## config.mk

```make
export PLATFORM = sky130hd
export DESIGN_NAME = key_buffer
export DESIGN_NICKNAME = d
export VERILOG_FILES = /design/src/rtl/key_buffer_pkg.sv /design/src/rtl/key_fifo.sv /design/src/rtl/key_buffer.sv
export SDC_FILE = /design/constraint.sdc
export NUM_CORES = 1
export LEC_CHECK = 0
export ABC_AREA = 1
export CAP_MARGIN = 20
export CELL_PAD_IN_SITES_DETAIL_PLACEMENT = 1
export CELL_PAD_IN_SITES_GLOBAL_PLACEMENT = 2
export CORE_ASPECT_RATIO = 2
export CORE_MARGIN = 5
export CORE_UTILIZATION = 35
export CTS_BUF_LIST = sky130_fd_sc_hd__clkbuf_8 sky130_fd_sc_hd__clkbuf_16
export CTS_CLUSTER_SIZE = 40
export DETAILED_ROUTE_END_ITERATION = 12
export PLACE_DENSITY_LB_ADDON = 0.1
export SETUP_SLACK_MARGIN = 0.1
export SYNTH_ARGS = -nofsm -noshare
export SYNTH_HDL_FRONTEND = slang
export SYNTH_SLANG_ARGS = --single-unit
```

## constraint.sdc

```tcl
create_clock -name sw_clk -period 3.7 [get_ports sw_clk]
set_clock_uncertainty 0.1 [all_clocks]
set_input_delay 0.555 -clock sw_clk [delete_from_list [all_inputs] [get_ports sw_clk]]
set_output_delay 0.555 -clock sw_clk [all_outputs]
set_load 0.01 [all_outputs]
```

## src/rtl/key_buffer_pkg.sv

```systemverilog
// key_buffer_pkg: shared definitions for the calculator keypad front end.
//   - 4-bit key codes produced by the encoder
//   - position of the valid bit inside the 5-bit eBCD word
//   - debounce state encoding
//   - helpers that classify and encode a sampled key vector
package key_buffer_pkg;

  localparam logic [3:0] KEY_0         = 4'h0;
  localparam logic [3:0] KEY_1         = 4'h1;
  localparam logic [3:0] KEY_2         = 4'h2;
  localparam logic [3:0] KEY_3         = 4'h3;
  localparam logic [3:0] KEY_4         = 4'h4;
  localparam logic [3:0] KEY_5         = 4'h5;
  localparam logic [3:0] KEY_6         = 4'h6;
  localparam logic [3:0] KEY_7         = 4'h7;
  localparam logic [3:0] KEY_8         = 4'h8;
  localparam logic [3:0] KEY_9         = 4'h9;
  localparam logic [3:0] KEY_DIVMOD    = 4'hA;
  localparam logic [3:0] KEY_TIMES     = 4'hB;
  localparam logic [3:0] KEY_PLUSMINUS = 4'hC;
  localparam logic [3:0] KEY_AC        = 4'hD;
  localparam logic [3:0] KEY_ANS       = 4'hE;
  localparam logic [3:0] KEY_EQU       = 4'hF;

  localparam int EBCD_VALID_BIT = 4;

  typedef enum logic [1:0] {
    DEB_IDLE,
    DEB_PRESS_WAIT,
    DEB_HELD,
    DEB_RELEASE_WAIT
  } deb_state_t;

  // True when exactly one line is set (clearing the lowest set bit leaves zero).
  function automatic logic is_single(input logic [15:0] k);
    return (k != 16'h0) && ((k & (k - 16'h1)) == 16'h0);
  endfunction

  // Index of the highest set line; only meaningful when is_single(k).
  function automatic logic [3:0] key_encode(input logic [15:0] k);
    logic [3:0] idx;
    idx = '0;
    for (int i = 0; i < 16; i++)
      if (k[i]) idx = 4'(i);
    return idx;
  endfunction

endpackage

```

## src/rtl/key_fifo.sv

```systemverilog
// key_fifo: circular buffer of 4-bit key codes.
//   sw_clk, rst   : clock, async active-low reset
//   push, din     : write request and code
//   pop           : read-and-delete request (ignored when empty)
//   dout          : head code, 0 when empty (combinational from storage)
//   full, empty   : status
//   count         : number of stored codes
// A push while full is only taken when a pop frees the slot on the same edge.
module key_fifo #(
  parameter int DEPTH = 8,
  localparam int AW   = $clog2(DEPTH)
) (
  input  logic          sw_clk,
  input  logic          rst,
  input  logic          push,
  input  logic [3:0]    din,
  input  logic          pop,
  output logic [3:0]    dout,
  output logic          full,
  output logic          empty,
  output logic [AW:0]   count
);

  logic [3:0]    mem [DEPTH];
  logic [AW-1:0] wptr, rptr;
  logic          do_push, do_pop;

  assign empty   = (count == '0);
  assign full    = (count == (AW+1)'(DEPTH));
  assign do_pop  = pop & ~empty;
  assign do_push = push & (~full | do_pop);

  // DEPTH is a power of two, so pointer wrap is the natural overflow.
  always_ff @(posedge sw_clk or negedge rst) begin
    if (!rst) begin
      wptr  <= '0;
      rptr  <= '0;
      count <= '0;
    end else begin
      if (do_push) wptr <= wptr + 1'b1;
      if (do_pop)  rptr <= rptr + 1'b1;
      case ({do_push, do_pop})
        2'b10:   count <= count + 1'b1;
        2'b01:   count <= count - 1'b1;
        default: ;
      endcase
    end
  end

  // Storage needs no reset: it is never visible while count is zero.
  always_ff @(posedge sw_clk) begin
    if (do_push) mem[wptr] <= din;
  end

  assign dout = empty ? 4'h0 : mem[rptr];

endmodule

```

## src/rtl/key_buffer.sv

```systemverilog
// key_buffer: keypad front end of the calculator.
//   sw_clk, rst : clock, async active-low reset
//   keys        : raw active-high key lines, keys[i] = key code i
//   mode        : 1 = consume head this cycle (valid is masked meanwhile)
//   eBCD        : {valid, head code}
//   key_count   : queued codes
//   key_pressed : one-cycle pulse per debounced press (stored or not)
//   overflow    : one-cycle pulse when a press is dropped on a full queue
module key_buffer
  import key_buffer_pkg::*;
#(
  parameter int DEPTH      = 8,
  parameter int DEB_CYCLES = 4,
  localparam int CW        = $clog2(DEB_CYCLES + 1)
) (
  input  logic                     sw_clk,
  input  logic                     rst,
  input  logic [15:0]              keys,
  input  logic                     mode,
  output logic [4:0]               eBCD,
  output logic [$clog2(DEPTH):0]   key_count,
  output logic                     key_pressed,
  output logic                     overflow
);

  localparam bit INSTANT = (DEB_CYCLES == 1);

  logic [15:0]  samp;
  deb_state_t   state, state_nx;
  logic [CW-1:0] cnt, cnt_nx, cnt_inc;
  logic [3:0]   cand, cand_nx, head;
  logic         single, none, reached, push;
  logic         full, empty;

  assign single  = is_single(samp);
  assign none    = (samp == 16'h0);
  assign cnt_inc = cnt + 1'b1;
  assign reached = (cnt_inc >= CW'(DEB_CYCLES));

  always_ff @(posedge sw_clk or negedge rst) begin
    if (!rst) begin
      samp        <= '0;
      state       <= DEB_IDLE;
      cnt         <= '0;
      cand        <= '0;
      key_pressed <= 1'b0;
      overflow    <= 1'b0;
    end else begin
      samp        <= keys;
      state       <= state_nx;
      cnt         <= cnt_nx;
      cand        <= cand_nx;
      key_pressed <= push;
      // Full implies non-empty, so the pop that would rescue the push is just mode.
      overflow    <= push & full & ~mode;
    end
  end

  always_comb begin
    state_nx = state;
    cnt_nx   = cnt;
    cand_nx  = cand;
    push     = 1'b0;
    case (state)
      DEB_IDLE: begin
        if (single) begin
          cand_nx = key_encode(samp);
          if (INSTANT) begin
            state_nx = DEB_HELD;
            cnt_nx   = '0;
            push     = 1'b1;
          end else begin
            state_nx = DEB_PRESS_WAIT;
            cnt_nx   = CW'(1);
          end
        end
      end
      DEB_PRESS_WAIT: begin
        if (samp == (16'h1 << cand)) begin
          if (reached) begin
            state_nx = DEB_HELD;
            cnt_nx   = '0;
            push     = 1'b1;
          end else begin
            cnt_nx = cnt_inc;
          end
        end else begin
          state_nx = DEB_IDLE;
          cnt_nx   = '0;
        end
      end
      DEB_HELD: begin
        // Chords and extra keys while held never produce a second push.
        if (none) begin
          state_nx = INSTANT ? DEB_IDLE : DEB_RELEASE_WAIT;
          cnt_nx   = INSTANT ? '0 : CW'(1);
        end
      end
      DEB_RELEASE_WAIT: begin
        if (none) begin
          if (reached) begin
            state_nx = DEB_IDLE;
            cnt_nx   = '0;
          end else begin
            cnt_nx = cnt_inc;
          end
        end else begin
          state_nx = DEB_HELD;
          cnt_nx   = '0;
        end
      end
      default: begin
        state_nx = DEB_IDLE;
        cnt_nx   = '0;
      end
    endcase
  end

  key_fifo #(.DEPTH(DEPTH)) u_fifo (
    .sw_clk (sw_clk),
    .rst    (rst),
    .push   (push),
    .din    (cand),
    .pop    (mode),
    .dout   (head),
    .full   (full),
    .empty  (empty),
    .count  (key_count)
  );

  // Valid is masked while mode is high so a registered one-cycle mode
  // cannot see the next head before it has been re-presented.
  assign eBCD[EBCD_VALID_BIT] = ~empty & ~mode;
  assign eBCD[3:0]            = head;

endmodule

```

# == Word-level counts from Yosys, hierarchy flattened ==
# Memories as Yosys holds them, arrays and structs flattened.
# Index checks and enable logic that the tools add are counted.
# word_totals
regBits,37
mem_bits_rw,32
in_bits,19
word_cells,84
n_memories,1
# op_classes
n_addsub,6
magnitude_cmp,1
eq_ne,11
shift,1
mux,35
bitwise_logic,10
n_reduce_logical,10
# mem_list
memory,depth,word_bits,read_ports,rd_ports_with_merged_regs,wr,line,text
u_fifo.mem,8,4,1,0,1,key_fifo.sv:24,logic [3:0] mem [DEPTH];
# ops
operator,count
two-way mux 4 bit,15
zero test 16 bit,2
bitwise AND 16 bit,1
equality test 16 bit,1
nonzero test 16 bit,1
"left shift 1 x 4 -> 16 bit, first input constant",1
"subtractor 16 x 1 -> 16 bit, second input constant",1
two-way mux 3 bit,5
two-way mux 2 bit,6
case mux 3 bit (4 select lines),1
"adder 3 x 1 -> 3 bit, second input constant",3
case mux 2 bit (4 select lines),1
case mux 4 bit (2 select lines),1
"equality test 2 bit, second input constant",3
two-way mux 1 bit,6
"!= test 3 bit, second input constant",2
bitwise AND 1 bit,5
"adder 4 x 1 -> 4 bit, second input constant",1
"equality test 2 x 1 -> 1 bit, second input constant",2
"equality test 4 bit, second input constant",1
zero test 4 bit,1
"!= test 2 bit, second input constant",2
AND reduction 2 bit,2
AND reduction 4 bit,1
7 further kinds,9

# == Longest topological paths before layout ==
# Gate-level depths: netlist of run 1.
# logic_depth
ltp_word,15
depth_mapped,20
ltp_nobuf,19

# == Modules after synthesis ==
# Synthesis of run 1 repeated with hierarchy kept, for this count alone.
# hier_totals
hier_cells,516
hier_area_um2,4100.2
# modules_own_cells
mod,n_inst,cells_each,area_per_inst_um2,seq_area_each_um2
key_buffer,1,342,2174.6,675.6
key_fifo,1,174,1925.6,1211.2

# == Least setup slack after synthesis of run 1 ==
# No wires, ideal clock.
# synth_path
path_kind,reg2reg
startpoint,register cand[0]
endpoint,register u_fifo.count[2]
setup_time_ns,0.077
t_arrival_ns,2.638
required_ns,3.523
path_slack_ns,0.884
path_stages_with_launch,17
n_path_buf,0
period_less_slack_ns,2.816
cell_sequence,dfrtp_1 nor2_2 nand3_1 xor2_2 nand3b_4 nor2_4 nand2_4 nor2_8 nand2_4 ha_1 nand2_1 inv_1 nor2_1 ha_1 a21oi_1 or2_2 a21oi_1
# synth_between
elab_chain_len,7
elab_cells_between_ends,9
classes_between,3 x eq/ne; 1 x shift; 3 x mux; 1 x bitwise; 1 x reduce/logical
# synth_lines
item,line,text
start: declaration,key_buffer.sv:31,"logic [3:0] cand, cand_nx, head;"
start signal: assignment,key_buffer.sv:52,cand <= cand_nx;
left shift 1 x 4 -> 16 bit *,key_buffer.sv:79,if (samp == (16'h1 << cand)) begin
equality test 16 bit *,key_buffer.sv:79,
two-way mux 1 bit *,key_buffer.sv:79,
two-way mux 1 bit *,key_buffer.sv:64,case (state)
named net push,key_buffer.sv:32,"logic single, none, reached, push;"
bitwise AND 1 bit *,key_fifo.sv:31,assign do_push = push & (~full | do_pop);
equality test 2 x 1 -> 1 bit or equality test 2 bit (tied branches),key_fifo.sv:42,"case ({do_push, do_pop})"
case mux 4 bit (2 select lines) or nonzero test 2 bit (tied branches),-,
end signal: assignment,key_fifo.sv:43,2'b10: count <= count + 1'b1;
end signal: assignment,key_fifo.sv:44,2'b01: count <= count - 1'b1;
end: declaration,key_fifo.sv:21,output logic [AW:0] count
# Mark *: on every way through the listed nets, which the timed path passes. The rest lies on a longest branch.
# A chain may end at the register's enable or synchronous reset.

# == Final worst setup path of run 1 ==
# layout_path
startpoint,register cand[2]
endpoint,register u_fifo.count[2]
# The elaborated chain is that of the path after synthesis.

==> results of run 1 <==
==> report_power, final <==
group	switching, mW	internal, mW	total, mW
clock	0.341	0.522	0.863
sequential	0.0831	0.849	0.932
combinational	0.370	0.297	0.667
total	0.794	1.67	2.46
==> per-stage QoR <==
step | cells | total power [mW] | setup slack (ps) | instance area (um^2)
floorplan | 467 | 1.32 | 884 | 3820
global placement | 630 | 1.61 | 77.6 | 4250
detailed placement | 630 | 1.63 | 37.7 | 4250
CTS | 646 | 2.52 | 214 | 4550
global route | 646 | 2.64 | 110 | 4570
finish | 646 | 2.46 | 375 | 4570
==> registers in the layout, summed over array words and instances (netlist names) <==
signal	cells
u_fifo.mem	32
cand	4
u_fifo.rptr	3
u_fifo.wptr	3
cnt	3
samp	16
u_fifo.count	4
key_pressed	1
overflow	1
state	2
==> worst paths after layout <==
| kind | cells past startpoint | endpoint | start | slack [ps] |
|---|---|---|---|---|
| setup reg to reg | 18 | u_fifo.count[2]$_DFFE_PN0P_ | cand[2]$_DFFE_PN0P_ | 370 |
| max in group asynchronous | 1 | cand[2]$_DFFE_PN0P_ | rst | 2580 |
| setup / recovery | 18 | u_fifo.count[2]$_DFFE_PN0P_ | cand[2]$_DFFE_PN0P_ | 370 |
| min in group sw_clk | 2 | cnt[1]$_DFFE_PN0P_ | cnt[1]$_DFFE_PN0P_ | 420 |
| hold / removal | 1 | u_fifo.rptr[0]$_DFFE_PN0P_ | rst | 230 |
| hold reg to reg | 2 | cnt[1]$_DFFE_PN0P_ | cnt[1]$_DFFE_PN0P_ | 420 |
==> area by class of cell <==
cell class,count,area share
Clock inverter,7,0.0162
Clock buffer,9,0.0493
Inverter,47,0.0397
Multi-Input combinational cell,342,0.375
Timing Repair Buffer,32,0.0673
Sequential cell,69,0.414
Tap cell,140,0.0383
==> cells by family after synthesis <==
logic type / share of synthesized area
AOI/OAI and AO/OA: 0.0772
xor gates and xnor gates: 0.0203
adders and majority gates: 0.0196
buffers and inverters: 0.0618
DFF: 0.493
and+or+nand+nor: 0.328
==> cells in the final DEF, fill, tap and decap left out, drive strengths merged <==
cell,instances
a21boi,1
ha,6
clkdlybuf4s50,28
and3,1
xor2,6
a31oi,4
o31ai,2
nor3,8
or2,1
xnor2,2
o22ai,4
nand3,29
nand2,130
o21ai,32
clkbuf,9
buf,4
a21oi,11
o211ai,1
clkinvlp,3
nor2,92
nand4,9
edfxtp,32
inv,47
dfrtp,37
nand3b,2
clkinv,3
bufinv,1
nor4,1
==> layer usage <==
layer,share of wire,track usage
met1,0.31,0.158
met2,0.59,0.390
met3,0.024,0.0328
met4,0.080,0.149
met5,0,0
==> impl_metrics.tcl, run 1 <==
set metrics [dict create \
    start_kind "flop" \
    row_count 54 \
    register_area_um2 1890 \
    setup_viol 0 \
    holdWs_ps 228 \
    layout-drive-gt1-share 0.113 \
    endpoint_kind "flop" \
    hp-class "primary input to async pin" \
    grt_pass1_vias 3684 \
    coreArea_um2 10800 \
    synth_top_cell_by_area "edfxtp_1" \
    overflow 0 \
    antenna_cells 0 \
    via_per_inst 5.08 \
    cts-resized-gates 1 \
    synth-seq-cells 69 \
    cts_max_path_buffers 2 \
    critPathMostFrequentCell "nand2_1" \
    power_leakage_nw 2.00 \
    fmax_ghz 0.301 \
    syn_avg_cell_area_um2 8.19 \
    insertion_delay_ps 340 \
    wl_per_cell_um 18.0 \
    post-route-min-period_ps 3330 \
    seq_area_frac_synth 0.493 \
    htreeDepth 3 \
    synth_cells 467 \
    cellPowerDensity_nw_per_um2 539 \
    post-synth-top-count-cell "nand2_1" \
    slowest_stage "dfrtp_4" \
    max_cap_viol_count 0 \
    synthTopCellsByArea "edfxtp_1, dfrtp_1, nand2_1, nor2_1, inv_1" \
    worstMarginPinSlew_ps 904 \
    initialDrtViolationCount 142 \
    via_count 3282 \
    wirelength_um 11700 \
    root_buffer "clkbuf_16" \
    start_util 0.354 \
    max_stage_delay_ps 600 \
    synthArstFlopShare 0.536 \
    syn-cell-area_um2 3820 \
    cts.clk_slew.worst_paths_ps 60 \
    syn-num-nets 492 \
    antenna_found_initial 0 \
    post-route-period-util 0.899 \
    fin_util 0.423 \
    path_class "flop to flop" \
    yosysTopAreaCellShare 0.251 \
    multi_input_area_um2 1710 \
    die_area_um2 13200 \
    grt_usage 0.192 \
    crit_fanout 18 \
    synthFlopType "dfrtp_1" \
    nets 526 \
    die_w_um 83.9 \
    grt_max_degree 38 \
    slew_violations 0 \
    cts_buffers 9 \
    final-hold-violation-count 0 \
    yosysUniqueCellTypes 41 \
    grt_setup_unrepaired "false" \
    portBuffers 29 \
    grt_pass1_wl_um 19000 \
    postCtsSetupRepairBufs 0 \
    worst-path-buf-inv 2 \
    io_pins 30 \
    num-fill-cells 1332 \
    gp_congestion 0.852 \
    cts_sinks 69 \
    die_h_um 158 \
    ant_nets 0 \
    final.setup.tns_ps 0 \
    cp_top_family "simple AND/OR/NAND/NOR gates" \
    cp_data_required_time_ps 3860 \
    synth.top_cells.by_count "nand2_1, nor2_1, inv_1" \
    ys_warn_count 0 \
    vdd_drop_max_mv 0.327 \
    path_cells "inv_6 -> nand3_1 -> o21ai_2 -> nand2_1 -> nor2_1 -> nand2_1 -> nor2_2 -> nand2_4 -> nor2_8 -> nand2_4 -> ha_1 -> nand2_1 -> inv_1 -> nor2_1 -> ha_1 -> a21oi_1 -> or2_2 -> a21oi_1" \
    ctsHoldBuffers 0 \
    dr.pass1.iters 4 \
    synth_edf_count 32 \
    hpwl_um 9320 \
    cts_tree "done" \
    status "completed" \
    syn2layout_area_growth_pct 19.5 \
    crit_arrival_ps 3490 \
    drt_drc_violations_left 0 \
    relSlewSlack 0.397 \
]
No activity file was read; power rests on OpenSTA's default activity.
==> run 2: changes to the inputs <==
- SYNTH_HIERARCHICAL: default -> 1
==> impl_metrics.tcl, run 2 <==
set metrics [dict create \
    status "completed" \
    grt_usage 0.200 \
    endpoint_kind "flop" \
    antenna_cells 0 \
    path_class "flop to flop" \
    syn-num-nets 541 \
    reg_top3 "u_fifo/mem (32), samp (16)" \
    synthTopCellsByArea "edfxtp_1, dfrtp_1, nand2_1, nor2_1, nand3_1" \
    die_area_um2 14100 \
    synthArstFlopShare 0.536 \
    final-hold-violation-count 0 \
    ys_warn_count 6 \
    slew_violations 0 \
    final_area_um2 4790 \
    max_cap_viol_count 0 \
    reg2reg_from "cand[1]$_DFFE_PN0P_" \
    grt_pass1_wl_um 20900 \
    crit_arrival_ps 3170 \
    critPathLaunch "cand[1]$_DFFE_PN0P_" \
    setup_viol 0 \
    fmax_ghz 0.303 \
    power.internal_mw 1.77 \
    grt_pass1_vias 3950 \
    power_leakage_nw 2.17 \
    antenna_found_initial 0 \
    cts_sinks 69 \
    drt_drc_violations_left 0 \
    syn-cell-area_um2 4100 \
    coreArea_um2 11600 \
    cp_data_required_time_ps 3570 \
    layout-drive-gt1-share 0.105 \
    gp_congestion 0.854 \
    hp-class "primary input to async pin" \
    synth.top_cells.by_count "nand2_1, nor2_1, inv_1" \
    cellPowerDensity_nw_per_um2 548 \
    wl_per_cell_um 18.7 \
    initialDrtViolationCount 125 \
    holdWs_ps 259 \
    insertion_delay_ps 340 \
    layout_common_cells "nand2_1, nor2_1, inv_1, nand3_1, dfrtp_1" \
    post-route-period-util 0.893 \
    start_kind "flop" \
    power.total_mw 2.63 \
    switching_share 0.328 \
    wirelength_um 13000 \
    post_dp_cell_area_um2 4470 \
    synth_cells 516 \
    via_count 3603 \
    p_sw_mw 0.860 \
    p_seq_frac 0.368 \
    grt_max_degree 38 \
    io_pins 30 \
    row_count 56 \
    die_w_um 86.5 \
    cts_max_path_buffers 2 \
    overflow 0 \
    comb_power_share 0.274 \
    syn2layout_area_growth_pct 16.9 \
    dr.pass1.iters 6 \
    start_util 0.353 \
    worstMarginPinSlew_ps 938 \
    num-fill-cells 1448 \
    ctsHoldBuffers 0 \
    vdd_drop_max_mv 0.257 \
    root_buffer "clkbuf_16" \
    via_per_inst 5.18 \
    post-route-min-period_ps 3300 \
    grt_setup_unrepaired "false" \
    portBuffers 29 \
    cts_buffers 9 \
    cts.clk_slew.worst_paths_ps 60 \
    synth_edf_count 32 \
    syn_avg_cell_area_um2 7.95 \
    cts_tree "done" \
    htreeDepth 3 \
    relSlewSlack 0.375 \
    synth-seq-cells 69 \
    fin_util 0.412 \
    seq_area_frac_synth 0.460 \
    post-synth-top-count-cell "nand2_1" \
    final_common_cell "nand2_1" \
    crit_fanout 17 \
    synth_top_cell_by_area "edfxtp_1" \
    postCtsSetupRepairBufs 0 \
    hpwl_um 10300 \
    final.setup.tns_ps 0 \
    ant_nets 0 \
    yosysTopAreaCellShare 0.234 \
    nets 570 \
    largest_reg_flops 32 \
    synthFlopType "dfrtp_1" \
    top_register "u_fifo/mem" \
    clkPwrFrac 0.358 \
    yosysUniqueCellTypes 36 \
    die_h_um 163 \
]
run 2: power groups by stage:
stage / Clock [mW] / Sequential (mW) / Combinational, mW
after floorplan: 0 / 0.924 / 0.490
after global placement: 0 / 0.980 / 0.712
after detailed placement: 0 / 0.984 / 0.735
after CTS: 0.964 / 0.969 / 0.739
after global routing: 1.01 / 0.976 / 0.827
final: 0.940 / 0.966 / 0.720
run 2: cell families after synthesis:
| logic type | Yosys count | share of synthesized area |
|---|---|---|
| XOR/XNOR | 7 | 0.0150 |
| AND/OR/NAND/NOR | 318 | 0.357 |
| adder cells (fa/ha/maj) | 6 | 0.0201 |
| flip-flops | 69 | 0.460 |
| AO/OA/AOI/OAI | 53 | 0.0708 |
| multiplexers | 1 | 0.00275 |
| buffers and inverters | 62 | 0.0745 |
run 2: worst max-delay path, stage by stage, from the launching register on:
cell,delay (ps)
dfrtp_1,750
nand3_1,180
o21ai_0,240
nand2_1,170
nor2_1,120
nand2_1,60
nor2_1,120
nand4_1,140
inv_1,280
nand2_4,120
nor3_1,650
run 2: per-layer routing:
layer	share of wire	track usage	vias to the layer above
li1	-	-	1748
met1	0.32	0.171	1726
met2	0.57	0.385	75
met3	0.028	0.0389	54
met5	0	0	-
met4	0.082	0.152	0
run 2: final timing paths:
check | end | cells past startpoint | slack (ps)
worst max register to register | u_fifo/mem[3][2]$_DFFE_PP_ | 10 | 400
worst min register to register | cnt[1]$_DFFE_PN0P_ | 2 | 380
worst max-delay path | u_fifo/mem[3][2]$_DFFE_PP_ | 10 | 400
max in group asynchronous | cand[0]$_DFFE_PN0P_ | 1 | 2600
min in group sw_clk | cnt[1]$_DFFE_PN0P_ | 2 | 380
worst min-delay path | cand[1]$_DFFE_PN0P_ | 1 | 260
run 2: area by class of cell:
class	count	area, um^2	share of cell area
tap	145	181	0.0378
sequential	69	1890	0.394
clock buffer	9	225	0.0470
multi-input combinational	385	1910	0.398
inverter	48	185	0.0386
clock inverter	7	98.8	0.0206
timing repair buffer	32	308	0.0642
run 2: through the flow:
| step | cells | setup slack, ps |
|---|---|---|
| 6_report | 695 | 395 |
| 3_5_place_dp | 679 | 289 |
| 4_1_cts | 695 | 288 |
| 3_3_place_gp | 679 | 399 |
| 5_1_grt | 695 | 104 |
| 2_1_floorplan | 516 | 1010 |
run 2: timing repair:
item                                    4_1_cts  5_1_grt
hold endpoints to repair                      0        0
resized for setup                             0        1
endpoints found under the setup margin        0        9
==> run 3: changes to the inputs <==
- HOLD_SLACK_MARGIN: default -> 0.06
==> results of run 3 <==
Same layout as run 2: the final DEF is identical, and so are final timing and power.
